File: config.mk
export PLATFORM = sky130hd
export DESIGN_NAME = ps2_device_tx
export DESIGN_NICKNAME = d
export VERILOG_FILES = /design/src/rtl/ps2_pkg.sv /design/src/rtl/ps2_byte_fifo.sv /design/src/rtl/ps2_device_tx.sv
export SDC_FILE = /design/constraint.sdc
export NUM_CORES = 1
export LEC_CHECK = 0
export ABC_AREA = 1
export CAP_MARGIN = 20
export CORE_ASPECT_RATIO = 1.25
export CORE_UTILIZATION = 45
export CTS_BUF_LIST = sky130_fd_sc_hd__clkbuf_8
export DETAILED_ROUTE_END_ITERATION = 10
export PLACE_DENSITY_LB_ADDON = 0.05
export SKIP_LAST_GASP = 1
export SLEW_MARGIN = 20
export SYNTH_ARGS = -nofsm -noshare
export SYNTH_HDL_FRONTEND = slang
export SYNTH_SLANG_ARGS = --single-unit
File: constraint.sdc
create_clock -name CLOCK_50 -period 3.1 [get_ports CLOCK_50]
set_clock_uncertainty 0.1 [all_clocks]
set_input_delay 0.62 -clock CLOCK_50 [delete_from_list [all_inputs] [get_ports CLOCK_50]]
set_output_delay 0.62 -clock CLOCK_50 [all_outputs]
set_load 0.05 [all_outputs]
File: src/rtl/ps2_pkg.sv
// ps2_pkg
// Shared definitions for the PS/2 device-side transmitter: the transmit FSM
// state encoding, the 11-bit frame layout and its fixed line levels, and a
// helper that assembles a frame from a data byte.
package ps2_pkg;

    typedef enum logic [1:0] {
        ST_IDLE = 2'd0,
        ST_HIGH = 2'd1,
        ST_LOW  = 2'd2,
        ST_GAP  = 2'd3
    } ps2_state_t;

    localparam int   FRAME_BITS = 11;
    localparam logic IDLE_BIT   = 1'b1;
    localparam logic START_BIT  = 1'b0;
    localparam logic STOP_BIT   = 1'b1;

    // Frame is sent LSB first: start, data[0..7], odd parity, stop.
    function automatic logic [FRAME_BITS-1:0] make_frame(input logic [7:0] data);
        return {STOP_BIT, ~^data, data, START_BIT};
    endfunction

endpackage

File: src/rtl/ps2_byte_fifo.sv
// ps2_byte_fifo
// Small byte queue holding scan codes waiting to be transmitted.
// Ports:
//   clk, rst_n  : clock and asynchronous active-low reset
//   push, din   : write din when push=1 and the queue is not full
//   pop, dout   : dout is the current head; pop=1 removes it when non-empty
//   full, empty : occupancy flags
//   count       : number of bytes currently stored
module ps2_byte_fifo #(
    parameter int DEPTH = 4
) (
    input  logic                     clk,
    input  logic                     rst_n,
    input  logic                     push,
    input  logic [7:0]               din,
    input  logic                     pop,
    output logic [7:0]               dout,
    output logic                     full,
    output logic                     empty,
    output logic [$clog2(DEPTH):0]   count
);

    localparam int AW = $clog2(DEPTH);
    localparam int CW = AW + 1;

    logic [7:0]    mem [DEPTH];
    logic [AW-1:0] wr_ptr;
    logic [AW-1:0] rd_ptr;
    logic          do_push;
    logic          do_pop;

    assign full    = (count == CW'(DEPTH));
    assign empty   = (count == '0);
    assign do_push = push && !full;
    // Pop is qualified on the registered count, so a byte pushed into an
    // empty queue can never leave in the same cycle it arrives.
    assign do_pop  = pop && !empty;
    assign dout    = mem[rd_ptr];

    // Storage needs no reset; only the pointers and count define validity.
    always_ff @(posedge clk) begin
        if (do_push) begin
            mem[wr_ptr] <= din;
        end
    end

    // Pointers are AW bits wide, so they wrap modulo DEPTH on their own.
    always_ff @(posedge clk or negedge rst_n) begin
        if (!rst_n) begin
            wr_ptr <= '0;
            rd_ptr <= '0;
            count  <= '0;
        end else begin
            if (do_push) wr_ptr <= wr_ptr + 1'b1;
            if (do_pop)  rd_ptr <= rd_ptr + 1'b1;
            case ({do_push, do_pop})
                2'b10:   count <= count + 1'b1;
                2'b01:   count <= count - 1'b1;
                default: count <= count;
            endcase
        end
    end

endmodule

File: src/rtl/ps2_device_tx.sv
// ps2_device_tx
// Device-side PS/2 transmitter: queues scan codes and sends each one as an
// 11-bit frame with a self-generated PS/2 clock.
// Ports:
//   CLOCK_50    : system clock
//   resetn      : asynchronous active-low reset
//   key_action  : one-cycle strobe, scan_code is valid
//   scan_code   : byte to queue
//   ps2_inhibit : host is holding the bus; do not start (or abort) a frame
//   PS2_CLK     : PS/2 clock output, idle high
//   PS2_DAT     : PS/2 data output, idle high
//   busy        : transmitter active, byte queued, or aborted byte pending
//   fifo_count  : bytes queued, not counting the one in flight
//   overflow    : sticky, a strobe arrived while the queue was full
module ps2_device_tx
    import ps2_pkg::*;
#(
    parameter int HALF_PERIOD = 1500,
    parameter int FIFO_DEPTH  = 4
) (
    input  logic                          CLOCK_50,
    input  logic                          resetn,
    input  logic                          key_action,
    input  logic [7:0]                    scan_code,
    input  logic                          ps2_inhibit,
    output logic                          PS2_CLK,
    output logic                          PS2_DAT,
    output logic                          busy,
    output logic [$clog2(FIFO_DEPTH):0]   fifo_count,
    output logic                          overflow
);

    // Counter is sized for the longest phase (GAP, two half-periods).
    localparam int             CNT_W     = $clog2(2 * HALF_PERIOD);
    localparam logic [CNT_W-1:0] HALF_LOAD = CNT_W'(HALF_PERIOD - 1);
    localparam logic [CNT_W-1:0] GAP_LOAD  = CNT_W'(2 * HALF_PERIOD - 1);
    localparam logic [3:0]     LAST_BIT  = 4'(FRAME_BITS - 1);

    ps2_state_t            state, state_next;
    logic [CNT_W-1:0]      cnt, cnt_next;
    logic [3:0]            bit_idx, bit_idx_next;
    logic                  retry, retry_next;
    logic [FRAME_BITS-1:0] frame;
    logic                  pop;
    logic [7:0]            head;
    logic                  fifo_full;
    logic                  fifo_empty;
    logic                  abort;

    ps2_byte_fifo #(.DEPTH(FIFO_DEPTH)) u_fifo (
        .clk   (CLOCK_50),
        .rst_n (resetn),
        .push  (key_action),
        .din   (scan_code),
        .pop   (pop),
        .dout  (head),
        .full  (fifo_full),
        .empty (fifo_empty),
        .count (fifo_count)
    );

    // The host may only abort up to the parity bit; once the stop bit is on
    // the wire the frame is treated as delivered.
    assign abort = ps2_inhibit && (bit_idx < LAST_BIT);

    // Next-state logic. An aborted frame stays in the frame register and is
    // resent (flagged by retry) before anything else is taken from the queue.
    always_comb begin
        state_next   = state;
        cnt_next     = cnt;
        bit_idx_next = bit_idx;
        retry_next   = retry;
        pop          = 1'b0;
        case (state)
            ST_IDLE: begin
                if (!ps2_inhibit && (retry || !fifo_empty)) begin
                    pop          = !retry;
                    retry_next   = 1'b0;
                    state_next   = ST_HIGH;
                    cnt_next     = HALF_LOAD;
                    bit_idx_next = '0;
                end
            end
            ST_HIGH: begin
                if (abort) begin
                    state_next   = ST_IDLE;
                    retry_next   = 1'b1;
                    cnt_next     = '0;
                    bit_idx_next = '0;
                end else if (cnt == '0) begin
                    state_next = ST_LOW;
                    cnt_next   = HALF_LOAD;
                end else begin
                    cnt_next = cnt - 1'b1;
                end
            end
            ST_LOW: begin
                if (abort) begin
                    state_next   = ST_IDLE;
                    retry_next   = 1'b1;
                    cnt_next     = '0;
                    bit_idx_next = '0;
                end else if (cnt == '0) begin
                    if (bit_idx == LAST_BIT) begin
                        state_next = ST_GAP;
                        cnt_next   = GAP_LOAD;
                    end else begin
                        state_next   = ST_HIGH;
                        cnt_next     = HALF_LOAD;
                        bit_idx_next = bit_idx + 4'd1;
                    end
                end else begin
                    cnt_next = cnt - 1'b1;
                end
            end
            ST_GAP: begin
                if (cnt == '0) begin
                    state_next = ST_IDLE;
                end else begin
                    cnt_next = cnt - 1'b1;
                end
            end
            default: begin
                state_next = ST_IDLE;
                cnt_next   = '0;
            end
        endcase
    end

    // State, phase counter, bit index and retry flag.
    always_ff @(posedge CLOCK_50 or negedge resetn) begin
        if (!resetn) begin
            state   <= ST_IDLE;
            cnt     <= '0;
            bit_idx <= '0;
            retry   <= 1'b0;
        end else begin
            state   <= state_next;
            cnt     <= cnt_next;
            bit_idx <= bit_idx_next;
            retry   <= retry_next;
        end
    end

    // Frame register loads only on a fresh pop, so a retry reuses it intact.
    always_ff @(posedge CLOCK_50 or negedge resetn) begin
        if (!resetn) begin
            frame <= {FRAME_BITS{IDLE_BIT}};
        end else if (pop) begin
            frame <= make_frame(head);
        end
    end

    // Overflow is sticky until reset.
    always_ff @(posedge CLOCK_50 or negedge resetn) begin
        if (!resetn) begin
            overflow <= 1'b0;
        end else if (key_action && fifo_full) begin
            overflow <= 1'b1;
        end
    end

    assign PS2_CLK = (state != ST_LOW);
    assign PS2_DAT = (state == ST_HIGH || state == ST_LOW) ? frame[bit_idx] : IDLE_BIT;
    assign busy    = (state != ST_IDLE) || !fifo_empty || retry;

endmodule

==> results.py <==
metrics = {
    "timing": {
        "grt_setup_unrepaired": "false",
        "hold_slack_ns": 0.2586,
        "hold_viol_final": 0,
        "worstMarginPinSlew_ns": 0.8310,
        "max_freq_mhz": 369.9,
        "setup_viol": 0,
        "layout_min_cycle_time_ns": 2.703,
        "fin_ws_ns": 0.3967,
        "fin_setup_tns_ns": 0,
        "fin_crit_sh": 0.8720,
        "relSlewSlack": 0.4460,
        "final_max_slew_viol_count": 0,
    },
    "floorplan": {
        "die_width_um": 83.57,
        "placementRows": 36,
        "die_area_um2": 8687,
        "ios": 19,
        "die_y_um": 104.0,
        "core_area_um2": 7928,
        "initial_core_util": 0.4721,
    },
    "yosys": {
        "synth_top_area_frac": 0.2568,
        "synth_fp_nets": 467,
        "syn_area_um2": 3742,
        "syn_inst": 441,
        "synth_most_common_cell": "nand2_1",
        "synthArstFlopShare": 0.5362,
        "synthTopCellsByArea": "edfxtp_1 (26%), dfrtp_1 (18%), nand2_1 (15%)",
        "syn_area_per_cell_um2": 8.486,
        "ys_warn_count": 0,
        "synth_flop_cell": "edfxtp_1",
        "synth_edf_count": 32,
        "synth_common_cells": "nand2_1 (151), inv_1 (46), nor2_1 (36)",
        "synth_top_cell_by_area": "edfxtp_1",
        "ys_types": 33,
        "synth.ff_latch_count": 69,
        "ys_seq_area_frac": 0.5075,
    },
    "finish": {
        "multiInputGateArea_um2": 1582,
        "nNetsFinal": 494,
        "seqCellArea_um2": 1899,
        "n_antenna_cell": 0,
        "fillers": 767,
        "drive_gt1_frac": 0.1247,
        "fin_area_um2": 4177,
        "areaGrowthSynthToFinish_pct": 11.60,
        "fin_util": 0.5268,
    },
    "setup_path": {
        "end_kind": "output port",
        "cp_slowest_cell": "clkdlybuf4s50_1",
        "slowest_delay_ns": 0.80,
        "r2r_end": "u_fifo.count[2]",
        "rr_startpoint": "state[1]",
        "r2r_cells": 13,
        "cp-start-kind": "flip-flop",
        "rrSetupSlack_ns": 0.87,
        "crit_type": "flip-flop to output port",
        "crit_path_max_fanout": 4,
        "cp.required_ns": 2.38,
        "path_cells": "inv_1, ha_1, nand4_1, clkdlybuf4s50_1",
        "cp.arrival_ns": 1.98,
    },
    "placed_design": {
        "gp_congestion": 0.7872,
        "place_hpwl_mm": 5.186,
        "dpl-instance-area_um2": 4020,
        "dp_slack_ns": 0.4644,
        "io_buffers": 18,
    },
    "routing": {
        "wl_per_cell_um": 12.46,
        "num_vias": 2770,
        "drt_iter0_drc": 81,
        "drtPass1Iterations": 4,
        "drc": 0,
        "routed_wl_mm": 7.075,
        "ant_nets": 0,
        "vias_per_cell": 4.877,
    },
    "global_routing": {
        "grt_first_pass_wirelength_mm": 12.48,
        "grtUsageTotal": 0.1825,
        "grt_start_max_net_pins": 38,
        "antenna_found_initial": 0,
        "grt-ovfl-total": 0,
        "grt_pass1_vias": 2725,
    },
    "power_and_ir_drop": {
        "p_seq_frac": 0.364,
        "pwr-share-comb": 0.487,
        "p_switching_uw": 1828,
        "total_leakage_power_uw": 0.001953,
        "irDropWorstVdd_v": 0.0005039,
        "clkPwrFrac": 0.149,
        "p_int_uw": 2207,
        "sw_frac_of_total": 0.4529,
        "cellPowerDensity_nw_per_um2": 966.1,
    },
    "clock_network": {
        "cts_setup_buffers": 0,
        "cts_hold_buf": 0,
        "htreeDepth": 3,
        "clk_pin_slew_worst_paths_ns": 0.07,
        "ctsRootBufferMaster": "clkbuf_8",
        "worstSkewPairLatency_ns": 0.35,
        "clockBufferDepth": 2,
        "numCtsBuffers": 9,
        "cts_sinks": 69,
        "cts_tree": "done",
    },
    "run_status": {
        "run_status": "finished, final reports clean",
    },
    "min_path": {
        "min_path_type": "input port to async pin",
    },
    "job": {
        "cap_violations": 0,
    },
}
[registers in the layout, indices dropped and copies added (netlist names)]
| signal | count |
|---|---|
| cnt | 12 |
| frame | 10 |
| retry | 1 |
| u_fifo.rd_ptr | 2 |
| state | 2 |
| u_fifo.mem | 32 |
| u_fifo.count | 3 |
| bit_idx | 4 |
| u_fifo.wr_ptr | 2 |
| overflow | 1 |
[cells by family (layout without fill, tap and decap cells)]
| group | Yosys count | in the layout | synth area share |
|---|---|---|---|
| xor gates and xnor gates | 13 | 13 | 0.03042 |
| and+or+nand+nor | 237 | 237 | 0.2678 |
| buffers and inverters | 60 | 92 | 0.06988 |
| adders and majority gates | 14 | 14 | 0.04881 |
| AOI/OAI and AO/OA | 48 | 48 | 0.07556 |
| DFF | 69 | 69 | 0.5075 |
[metal layers]
layer,global-route usage,vias up,wire length (um)
li1,-,1461,-
met1,0.2210,1254,3207
met2,0.3026,41,3472
met3,0.03413,14,190
met4,0.1053,0,204
met5,0,-,0
[worst max-delay path by stage]
stage                    startpoint         endpoint  slack, ns  depth (start not counted)
detailed placement       bit_idx[0]          PS2_DAT       0.46                          6
CTS                      bit_idx[0]          PS2_DAT       0.06                          6
finish                     state[0]             busy       0.40                          4
global route               state[0]          PS2_CLK       0.27                          4
floorplan           u_fifo.count[2]  u_fifo.count[2]       0.67                         14
global placement         bit_idx[0]          PS2_DAT       0.51                          6
[critical path: cells and delay by family (launching register included)]
kind / cells / cell delay [ns]
buffers and inverters: 2 / 0.90
DFF: 1 / 0.40
adders and majority gates: 1 / 0.25
and+or+nand+nor: 1 / 0.10
[power groups by stage]
stage	Combinational, uW	Sequential (uW)	Clock, uW
finish	1970	1470	600
global route	2260	1510	669
CTS	1990	1470	627
detailed placement	1980	1490	0
global placement	1960	1480	0
floorplan	1510	1490	0
[through the flow]
| stage | std cells | power (uW) |
|---|---|---|
| finish | 568 | 4035 |
| floorplan | 441 | 2999 |
| CTS | 568 | 4095 |
| detailed placement | 552 | 3476 |
| global route | 568 | 4439 |
| global placement | 552 | 3443 |
[repair_timing]
action,4_1_cts,5_1_grt
endpoints found under the setup margin,0,1
hold endpoints to repair,0,0
gates resized for setup,0,1
[placed cells by master (no fill, tap or decap), drive strengths merged, types with 13 or more instances in the layout]
| master | count |
|---|---|
| nand2 | 160 |
| clkdlybuf4s50 | 16 |
| nor2 | 40 |
| edfxtp | 32 |
| nand3 | 31 |
| dfrtp | 27 |
| o21ai | 30 |
| ha | 13 |
| inv | 55 |
[final cells by class]
type | count | share of cell area
Clock buffer | 9 | 0.02966
Sequential cell | 69 | 0.4548
Timing Repair Buffer | 24 | 0.05333
Inverter | 52 | 0.04793
Multi-Input combinational cell | 312 | 0.3787
Tap cell | 95 | 0.02846
Clock inverter | 7 | 0.007190
(Power assumes the default switching activity.)
